File: config.mk
export PLATFORM = sky130hd
export DESIGN_NAME = per_resp_tracker
export DESIGN_NICKNAME = d
export VERILOG_FILES = /design/src/rtl/per_resp_tracker.sv
export SDC_FILE = /design/constraint.sdc
export NUM_CORES = 1
export LEC_CHECK = 0
export ABC_CLOCK_PERIOD_IN_PS = 3150
export CORE_UTILIZATION = 33
export DETAILED_ROUTE_END_ITERATION = 12
export PLACE_DENSITY_LB_ADDON = 0.2
export SLEW_MARGIN = 20
export SYNTH_ARGS = -nofsm -noshare
export SYNTH_HDL_FRONTEND = slang
export SYNTH_SLANG_ARGS = --single-unit
File: constraint.sdc
create_clock -name clk_i -period 3.15 [get_ports clk_i]
set_input_delay 0.63 -clock clk_i [delete_from_list [all_inputs] [get_ports clk_i]]
set_output_delay 0.63 -clock clk_i [all_outputs]
set_load 0.05 [all_outputs]
File: src/rtl/per_resp_tracker.sv
// per_resp_tracker: response-path companion to the peripheral address decoder.
// Remembers, in request order, which peripheral port each accepted request
// went to. It forwards the matching response from that port back to the
// initiator and flags responses arriving from any other port.
//
// Handshake: a push happens only in a cycle where req_fire_i && req_ready_o.
// req_ready_o is combinational from the count and rst_ni, so the initiator
// grant can be gated with it. The response side has no back-pressure:
// r_valid_o and err_unexp_o are single-cycle pulses, one cycle after the
// per-port response that caused them.
module per_resp_tracker #(
    parameter int DATA_WIDTH      = 32,
    parameter int PE_XBAR_N_OUPS  = 8,
    parameter int MAX_OUTSTANDING = 4,
    parameter int IDX_W           = $clog2(PE_XBAR_N_OUPS),
    parameter int CNT_W           = $clog2(MAX_OUTSTANDING + 1)
) (
    input  logic                                 clk_i,
    input  logic                                 rst_ni,
    input  logic                                 req_fire_i,
    input  logic [IDX_W-1:0]                     req_idx_i,
    output logic                                 req_ready_o,
    input  logic [PE_XBAR_N_OUPS-1:0]            pe_r_valid_i,
    input  logic [PE_XBAR_N_OUPS*DATA_WIDTH-1:0] pe_r_rdata_i,
    input  logic [PE_XBAR_N_OUPS-1:0]            pe_r_opc_i,
    output logic                                 r_valid_o,
    output logic [DATA_WIDTH-1:0]                r_rdata_o,
    output logic                                 r_opc_o,
    output logic [CNT_W-1:0]                     outstanding_o,
    output logic                                 err_unexp_o
);

    localparam int               PTR_W   = $clog2(MAX_OUTSTANDING);
    localparam logic [CNT_W-1:0] CNT_MAX = CNT_W'(MAX_OUTSTANDING);

    // Order queue storage and bookkeeping
    logic [IDX_W-1:0]      r_queue [MAX_OUTSTANDING];
    logic [PTR_W-1:0]      r_wptr;
    logic [PTR_W-1:0]      r_rptr;
    logic [CNT_W-1:0]      r_cnt;

    // Registered response outputs
    logic                  r_valid;
    logic [DATA_WIDTH-1:0] r_rdata;
    logic                  r_opc;
    logic                  r_err;

    logic [IDX_W-1:0]          w_head;
    logic                      w_nonempty;
    logic                      w_ready;
    logic                      w_push;
    logic                      w_pop;
    logic                      w_unexp;
    logic [PE_XBAR_N_OUPS-1:0] w_head_mask;
    logic [PE_XBAR_N_OUPS-1:0] w_expect_mask;
    logic [DATA_WIDTH-1:0]     w_head_rdata;
    logic                      w_head_opc;

    assign w_head     = r_queue[r_rptr];
    assign w_nonempty = (r_cnt != '0);
    // No bypass from pop to ready: a full queue stays not-ready this cycle.
    assign w_ready    = rst_ni && (r_cnt < CNT_MAX);
    assign w_push     = req_fire_i && w_ready;

    // Decode the head index into a port mask and select that port's response
    always_comb begin
        w_head_mask  = '0;
        w_head_rdata = '0;
        w_head_opc   = 1'b0;
        for (int p = 0; p < PE_XBAR_N_OUPS; p++) begin
            if (IDX_W'(p) == w_head) begin
                w_head_mask[p] = 1'b1;
                w_head_rdata   = pe_r_rdata_i[p*DATA_WIDTH +: DATA_WIDTH];
                w_head_opc     = pe_r_opc_i[p];
            end
        end
    end

    // Only the head port may answer; with an empty queue no port may.
    assign w_expect_mask = w_nonempty ? w_head_mask : '0;
    assign w_pop         = |(pe_r_valid_i & w_expect_mask);
    assign w_unexp       = |(pe_r_valid_i & ~w_expect_mask);

    // Queue entry write; contents need no reset because count gates every read
    always_ff @(posedge clk_i) begin
        if (w_push) begin
            r_queue[r_wptr] <= req_idx_i;
        end
    end

    // Pointers and count; a simultaneous push and pop leave the count unchanged
    always_ff @(posedge clk_i) begin
        if (!rst_ni) begin
            r_wptr <= '0;
            r_rptr <= '0;
            r_cnt  <= '0;
        end else begin
            if (w_push) begin
                r_wptr <= r_wptr + PTR_W'(1);
            end
            if (w_pop) begin
                r_rptr <= r_rptr + PTR_W'(1);
            end
            case ({w_push, w_pop})
                2'b10:   r_cnt <= r_cnt + CNT_W'(1);
                2'b01:   r_cnt <= r_cnt - CNT_W'(1);
                default: r_cnt <= r_cnt;
            endcase
        end
    end

    // Response register: one-cycle latency, data and opcode hold between responses
    always_ff @(posedge clk_i) begin
        if (!rst_ni) begin
            r_valid <= 1'b0;
            r_rdata <= '0;
            r_opc   <= 1'b0;
            r_err   <= 1'b0;
        end else begin
            r_valid <= w_pop;
            r_err   <= w_unexp;
            if (w_pop) begin
                r_rdata <= w_head_rdata;
                r_opc   <= w_head_opc;
            end
        end
    end

    assign req_ready_o   = w_ready;
    assign r_valid_o     = r_valid;
    assign r_rdata_o     = r_rdata;
    assign r_opc_o       = r_opc;
    assign err_unexp_o   = r_err;
    assign outstanding_o = r_cnt;

endmodule

# After elaboration in Yosys (flattened, before gate mapping)

Memory sizes are Yosys's and may differ from the RTL's. A register that Yosys moved wholly into a read port is not among the register bits.
Cells that the tools add are included.

Register bits after elaboration: 42
Memories: 1
Bits of input ports: 278
Word-level logic and storage cells: 62
Memory bits (writable): 12
Output and inout port bits: 39

Memory list:

| name    | words | bits a word | read ports | clocked after Yosys merged registers in | wr ports | RTL line | text |
|---|---|---|---|---|---|---|---|
| r_queue | 4     | 3           | 1          | 1                                       | 1        | 37       | `logic [IDX_W-1:0] r_queue [MAX_OUTSTANDING];` |

Bitwise logic cells: 3
$lt $le $gt $ge: 1
$add $sub $neg: 4
Equality and inequality tests: 9
Mux-type cells: 30
Reduce and logical (&&, ||, !) cells: 7

Operators with widths:

| kind                                             | number |
|---|---|
| two-way mux 32 bit                               | 8 |
| two-way mux 1 bit                                | 18 |
| bitwise AND 8 bit                                | 2 |
| OR reduction 8 bit                               | 2 |
| == test 3 bit, first input constant              | 4 |
| two-way mux 8 bit                                | 1 |
| NOT 8 bit                                        | 1 |
| == test 2 x 3 -> 1 bit, first input constant     | 2 |
| case mux 3 bit (2 select lines)                  | 1 |
| adder 2 x 1 -> 2 bit, second input constant      | 2 |
| two-way mux 2 bit                                | 2 |
| adder 3 x 1 -> 3 bit, second input constant      | 1 |
| == test 1 x 3 -> 1 bit, first input constant     | 1 |
| zero test 3 bit                                  | 1 |
| < comparator 3 bit, second input constant        | 1 |
| nonzero test 3 bit                               | 1 |
| subtractor 3 x 1 -> 3 bit, second input constant | 1 |
| == test 2 x 1 -> 1 bit, second input constant    | 1 |
| == test 2 bit, second input constant             | 1 |
| logical AND 1 bit                                | 2 |
| nonzero test 2 bit                               | 1 |

# Longest topological paths before layout

Gate-level depths: netlist (run 1).

Depth in word-level cells: 9
Gate-level depth with buffers: 13
Mapped depth without buffers: 11

# Worst setup path after synthesis (run 1)

No wires, ideal clock.

Kind: input -> register
From: input rst_ni
To: register r_cnt[2] (netlist: outstanding_o[2])
Cell stages on the path: 10
Data arrival time: 2.924 ns
Data required time: 3.074 ns
Path buffers: 1
Setup slack: 0.150 ns
Setup time: 0.076 ns
Path through: clkbuf_1 nor2b_1 and2_1 inv_1 ha_1 inv_1 fa_1 xor2_1 or3_1 a21boi_0

Cells in the longest elaborated chain, start to end: 4
Elaborated cells between the ends (all ways): 6
Classes of those cells: eq/ne (2); mux (1); reduce/logical (3)

Ends and longest elaborated chain:

| element                                                                      | RTL line | text |
|---|---|---|
| start, declared                                                              | 19       | `input logic rst_ni,` |
| logical AND 1 bit (*)                                                        | 62       | `assign w_ready = rst_ni && (r_cnt < CNT_MAX);` |
| net req_ready_o                                                              | 22       | `output logic req_ready_o,` |
| logical AND 1 bit (*)                                                        | 63       | `assign w_push = req_fire_i && w_ready;` |
| == test 2 x 1 -> 1 bit / == test 2 bit (equally long branches)               | 104      | `case ({w_push, w_pop})` |
| case mux 3 bit (2 select lines) / nonzero test 2 bit (equally long branches) | --       |  |
| end signal, assigned                                                         | 105      | `2'b10: r_cnt <= r_cnt + CNT_W'(1);` |
| end signal, assigned                                                         | 106      | `2'b01: r_cnt <= r_cnt - CNT_W'(1);` |
| end signal, assigned                                                         | 107      | `default: r_cnt <= r_cnt;` |
| end, declared                                                                | 40       | `logic [CNT_W-1:0] r_cnt;` |

Mark *: on every way through the listed nets, which the timed path passes. The rest lies on a longest branch.
A chain may end at the register's enable or synchronous reset.

==> flow_metrics.env, run 1 <==
export IMPL_status="finished clean"
export IMPL_dieArea_sq_um=15000
export IMPL_multiInputGateArea_sq_um=3260
export IMPL_vias_per_cell=5.84
export IMPL_yosys_top_cells_area="dfxtp_1 (18%), mux2i_1 (16%), edfxtp_1 (7.5%), nand3_1 (6.4%), o221ai_1 (5.7%)"
export IMPL_drtIter0Drc=360
export IMPL_clkTransAtPathRegs_ps=80
export IMPL_path_max_fanout=6
export IMPL_startpoint="r_queue[3][1]"
export IMPL_crit_path_end_kind="register"
export IMPL_io_pins=317
export IMPL_grt_pass1_vias=5990
export IMPL_synth_distinct_cells=49
export IMPL_leakagePower_nw=2.98
export IMPL_yosys_area_top_type="dfxtp_1"
export IMPL_antenna_found_initial=0
export IMPL_synth_edf_count=12
export IMPL_drtPass1Iterations=5
export IMPL_timing_critical_path_required_ps=3380
export IMPL_period_minus_slack_ps=3000
export IMPL_worstPathCellList="mux4_4 > mux2i_1 > a2bb2oi_2 > a21o_2 > inv_2 > ha_2 > inv_1 > fa_2 > xor2_1 > or3_1 > a21boi_1"
export IMPL_antenna_cells=0
export IMPL_rows=43
export IMPL_cts_buffers=5
export IMPL_power_w=0.00640
export IMPL_cts_root_buf="clkbuf_16"
export IMPL_critical_path_class="register to register"
export IMPL_synth_most_common_cell="mux2i_1"
export IMPL_slowest_stage="mux4_4"
export IMPL_drt_total_wl_mm=21.5
export IMPL_async_flop_share=0
export IMPL_synth_top_cell_area_share=0.183
export IMPL_avgRoutedWirePerCell_um=20.8
export IMPL_synth_area_sq_um=4800
export IMPL_coreArea_sq_um=14000
export IMPL_synth_fp_nets=859
export IMPL_arrival_ps=3230
export IMPL_syn2layout_area_growth_pct=72.0
export IMPL_die_h_um=123
export IMPL_finish_utilization=0.588
export IMPL_fmax_mhz=333
export IMPL_final_setup_viol_count=0
export IMPL_hold_viol_final=0
export IMPL_slew_viol_final=0
export IMPL_yosys_warnings=0
export IMPL_grt_pass1_wl_mm=31.9
export IMPL_die_w_um=123
export IMPL_seqCellArea_sq_um=1240
export IMPL_finalCritPeriodShare=0.954
export IMPL_avgSynthCellArea_sq_um=8.36
export IMPL_overflow=0
export IMPL_grt_max_degree=78
export IMPL_ys_seq_area_frac=0.258
export IMPL_skew_ps=9.45
export IMPL_start_util=0.342
export IMPL_drc=0
export IMPL_place_hpwl_mm=16.4
export IMPL_holdBufCountCts=0
export IMPL_synth_main_ff_cell="dfxtp_1"
export IMPL_rsz0062_at_grt="no"
export IMPL_nFillCells=1196
export IMPL_powerDensity_nw_per_um2=774
export IMPL_holdWs_ps=478
export IMPL_hp_start="r_rdata_o[1]"
export IMPL_cts_sinks=56
export IMPL_drive_gt1_frac=0.0630
export IMPL_critPathMaxStageDelay_ps=690
export IMPL_ant_nets=0
export IMPL_ys_seq_elements=56
export IMPL_worst_r2r_startpoint="r_queue[3][1]"
export IMPL_cp_start_kind="register"
export IMPL_nets=1140
export IMPL_h_tree_depth=2
export IMPL_grtUsageTotal=0.272
export IMPL_cts_path_max_buffers=2
export IMPL_num_vias=6059
export IMPL_gp_congestion=0.896
export IMPL_vdd_drop_max_mv=0.444
export IMPL_cts_tree="yes"
export IMPL_worstSkewPairLatency_ps=300
export IMPL_maxCapViolations=0
export IMPL_postSynthCellCount=575
export IMPL_min_delay_path_class="register to register"
export IMPL_synth_common_cells="mux2i_1 (76), nand3_1 (61), dfxtp_1 (44), clkbuf_1 (36), a21oi_1 (35)"
export IMPL_maxSlewHeadroom=0.309
export IMPL_portBuffers=316
export IMPL_worst_pin_slew_ps=1040
-- layout by cell type, fill, tap and decap left out, types with 3 or more instances in the layout --
cell type        instances
edfxtp_1                12
nand3_1                 61
buf_4                   24
nand2b_1                 6
o21ai_0                 34
dfxtp_1                 43
nor2b_1                  3
o311ai_1                31
and2_1                   8
nand4_1                 31
clkbuf_16                5
mux2i_1                 76
ha_1                     4
o2bb2ai_1               30
inv_1                    7
o221ai_1                31
a21oi_1                 35
and3_1                   4
nand2_1                 13
clkdlybuf4s50_1        314
nor2_1                  34
mux2_2                   5
-- critical path, delay by kind of cell (launching register included) --
kind            cells  cell delay (ps)
compound gates      3              540
flops               1              400
buf+inv             2              110
xor+xnor            1              160
mux                 2              870
simple gates        1              320
fa+ha+maj           2              520
-- report_power, final --
group,switching [W],internal [W],total [W]
Clock,0.000285,0.000307,0.000592
Sequential,0.000226,0.00101,0.00123
Combinational,0.00282,0.00175,0.00457
-- cell type report --
cell class                      instances  area share
Timing Repair Buffer                  340       0.405
Multi-Input combinational cell        445       0.395
Sequential cell                        56       0.151
Tap cell                              180      0.0273
Clock buffer                            5      0.0151
Inverter                                8     0.00363
Clock inverter                          3     0.00348
-- metrics by stage --
| stage | area [sq um] | instances | TNS [ps] | worst slack, ps |
|---|---|---|---|---|
| after global placement | 8080 | 1027 | 0 | 115 |
| after global routing | 8260 | 1037 | 0 | 51.0 |
| after CTS | 8240 | 1036 | 0 | 27.0 |
| after floorplan | 4800 | 575 | 0 | 150 |
| after detailed placement | 8080 | 1027 | -88.3 | -88.3 |
| final | 8260 | 1037 | 0 | 145 |
-- registers in the layout (all words and copies together), names as in the netlist, named ones only --
register,flops
r_opc_o,1
r_wptr,2
r_rdata_o,32
outstanding_o,3
r_rptr,2
r_valid_o,1
err_unexp_o,1
r_queue,12
-- final timing paths --
check	cells past startpoint	slack, ps	to
max	11	150	outstanding_o[2]
min	2	480	r_rdata_o[1]
max reg2reg	11	150	outstanding_o[2]
min reg2reg	2	480	r_rdata_o[1]
-- repair_timing --
item | in CTS | in global routing
resized for setup | 2 | 6
setup buffers | 1 | 1
setup endpoints to repair | 1 | 1
pin swaps | 0 | 1
cloned | 0 | 0
-- routing by layer --
metal / wire [um] / track usage / share of wire
met5: 0 / 0 / 0
met1: 8060 / 0.314 / 0.37
met3: 1880 / 0.0572 / 0.087
met4: 485 / 0.0808 / 0.023
met2: 11100 / 0.500 / 0.52
-- cells by family (layout without fill, tap and decap cells) --
group / count (synthesis) / in the layout / share of synthesized area
AOI/OAI and AO/OA: 177 / 177 / 0.268
and+or+nand+nor: 172 / 172 / 0.186
muxes: 87 / 87 / 0.193
buffers and inverters: 74 / 356 / 0.0711
DFF: 56 / 56 / 0.258
adders and majority gates: 6 / 6 / 0.0172
xor gates and xnor gates: 3 / 3 / 0.00547
No activity file was read; power rests on OpenSTA's default activity.
==> inputs of run 2 (changes only) <==
--- a/config.mk
+++ b/config.mk
@@ -9,7 +9,7 @@
 export CORE_UTILIZATION = 33
 export DETAILED_ROUTE_END_ITERATION = 12
 export PLACE_DENSITY_LB_ADDON = 0.2
-export SLEW_MARGIN = 20
+export SLEW_MARGIN = 0
 export SYNTH_ARGS = -nofsm -noshare
 export SYNTH_HDL_FRONTEND = slang
 export SYNTH_SLANG_ARGS = --single-unit
==> results of run 2 <==
Same layout as run 1: the final DEF is identical, and so are final timing and power.
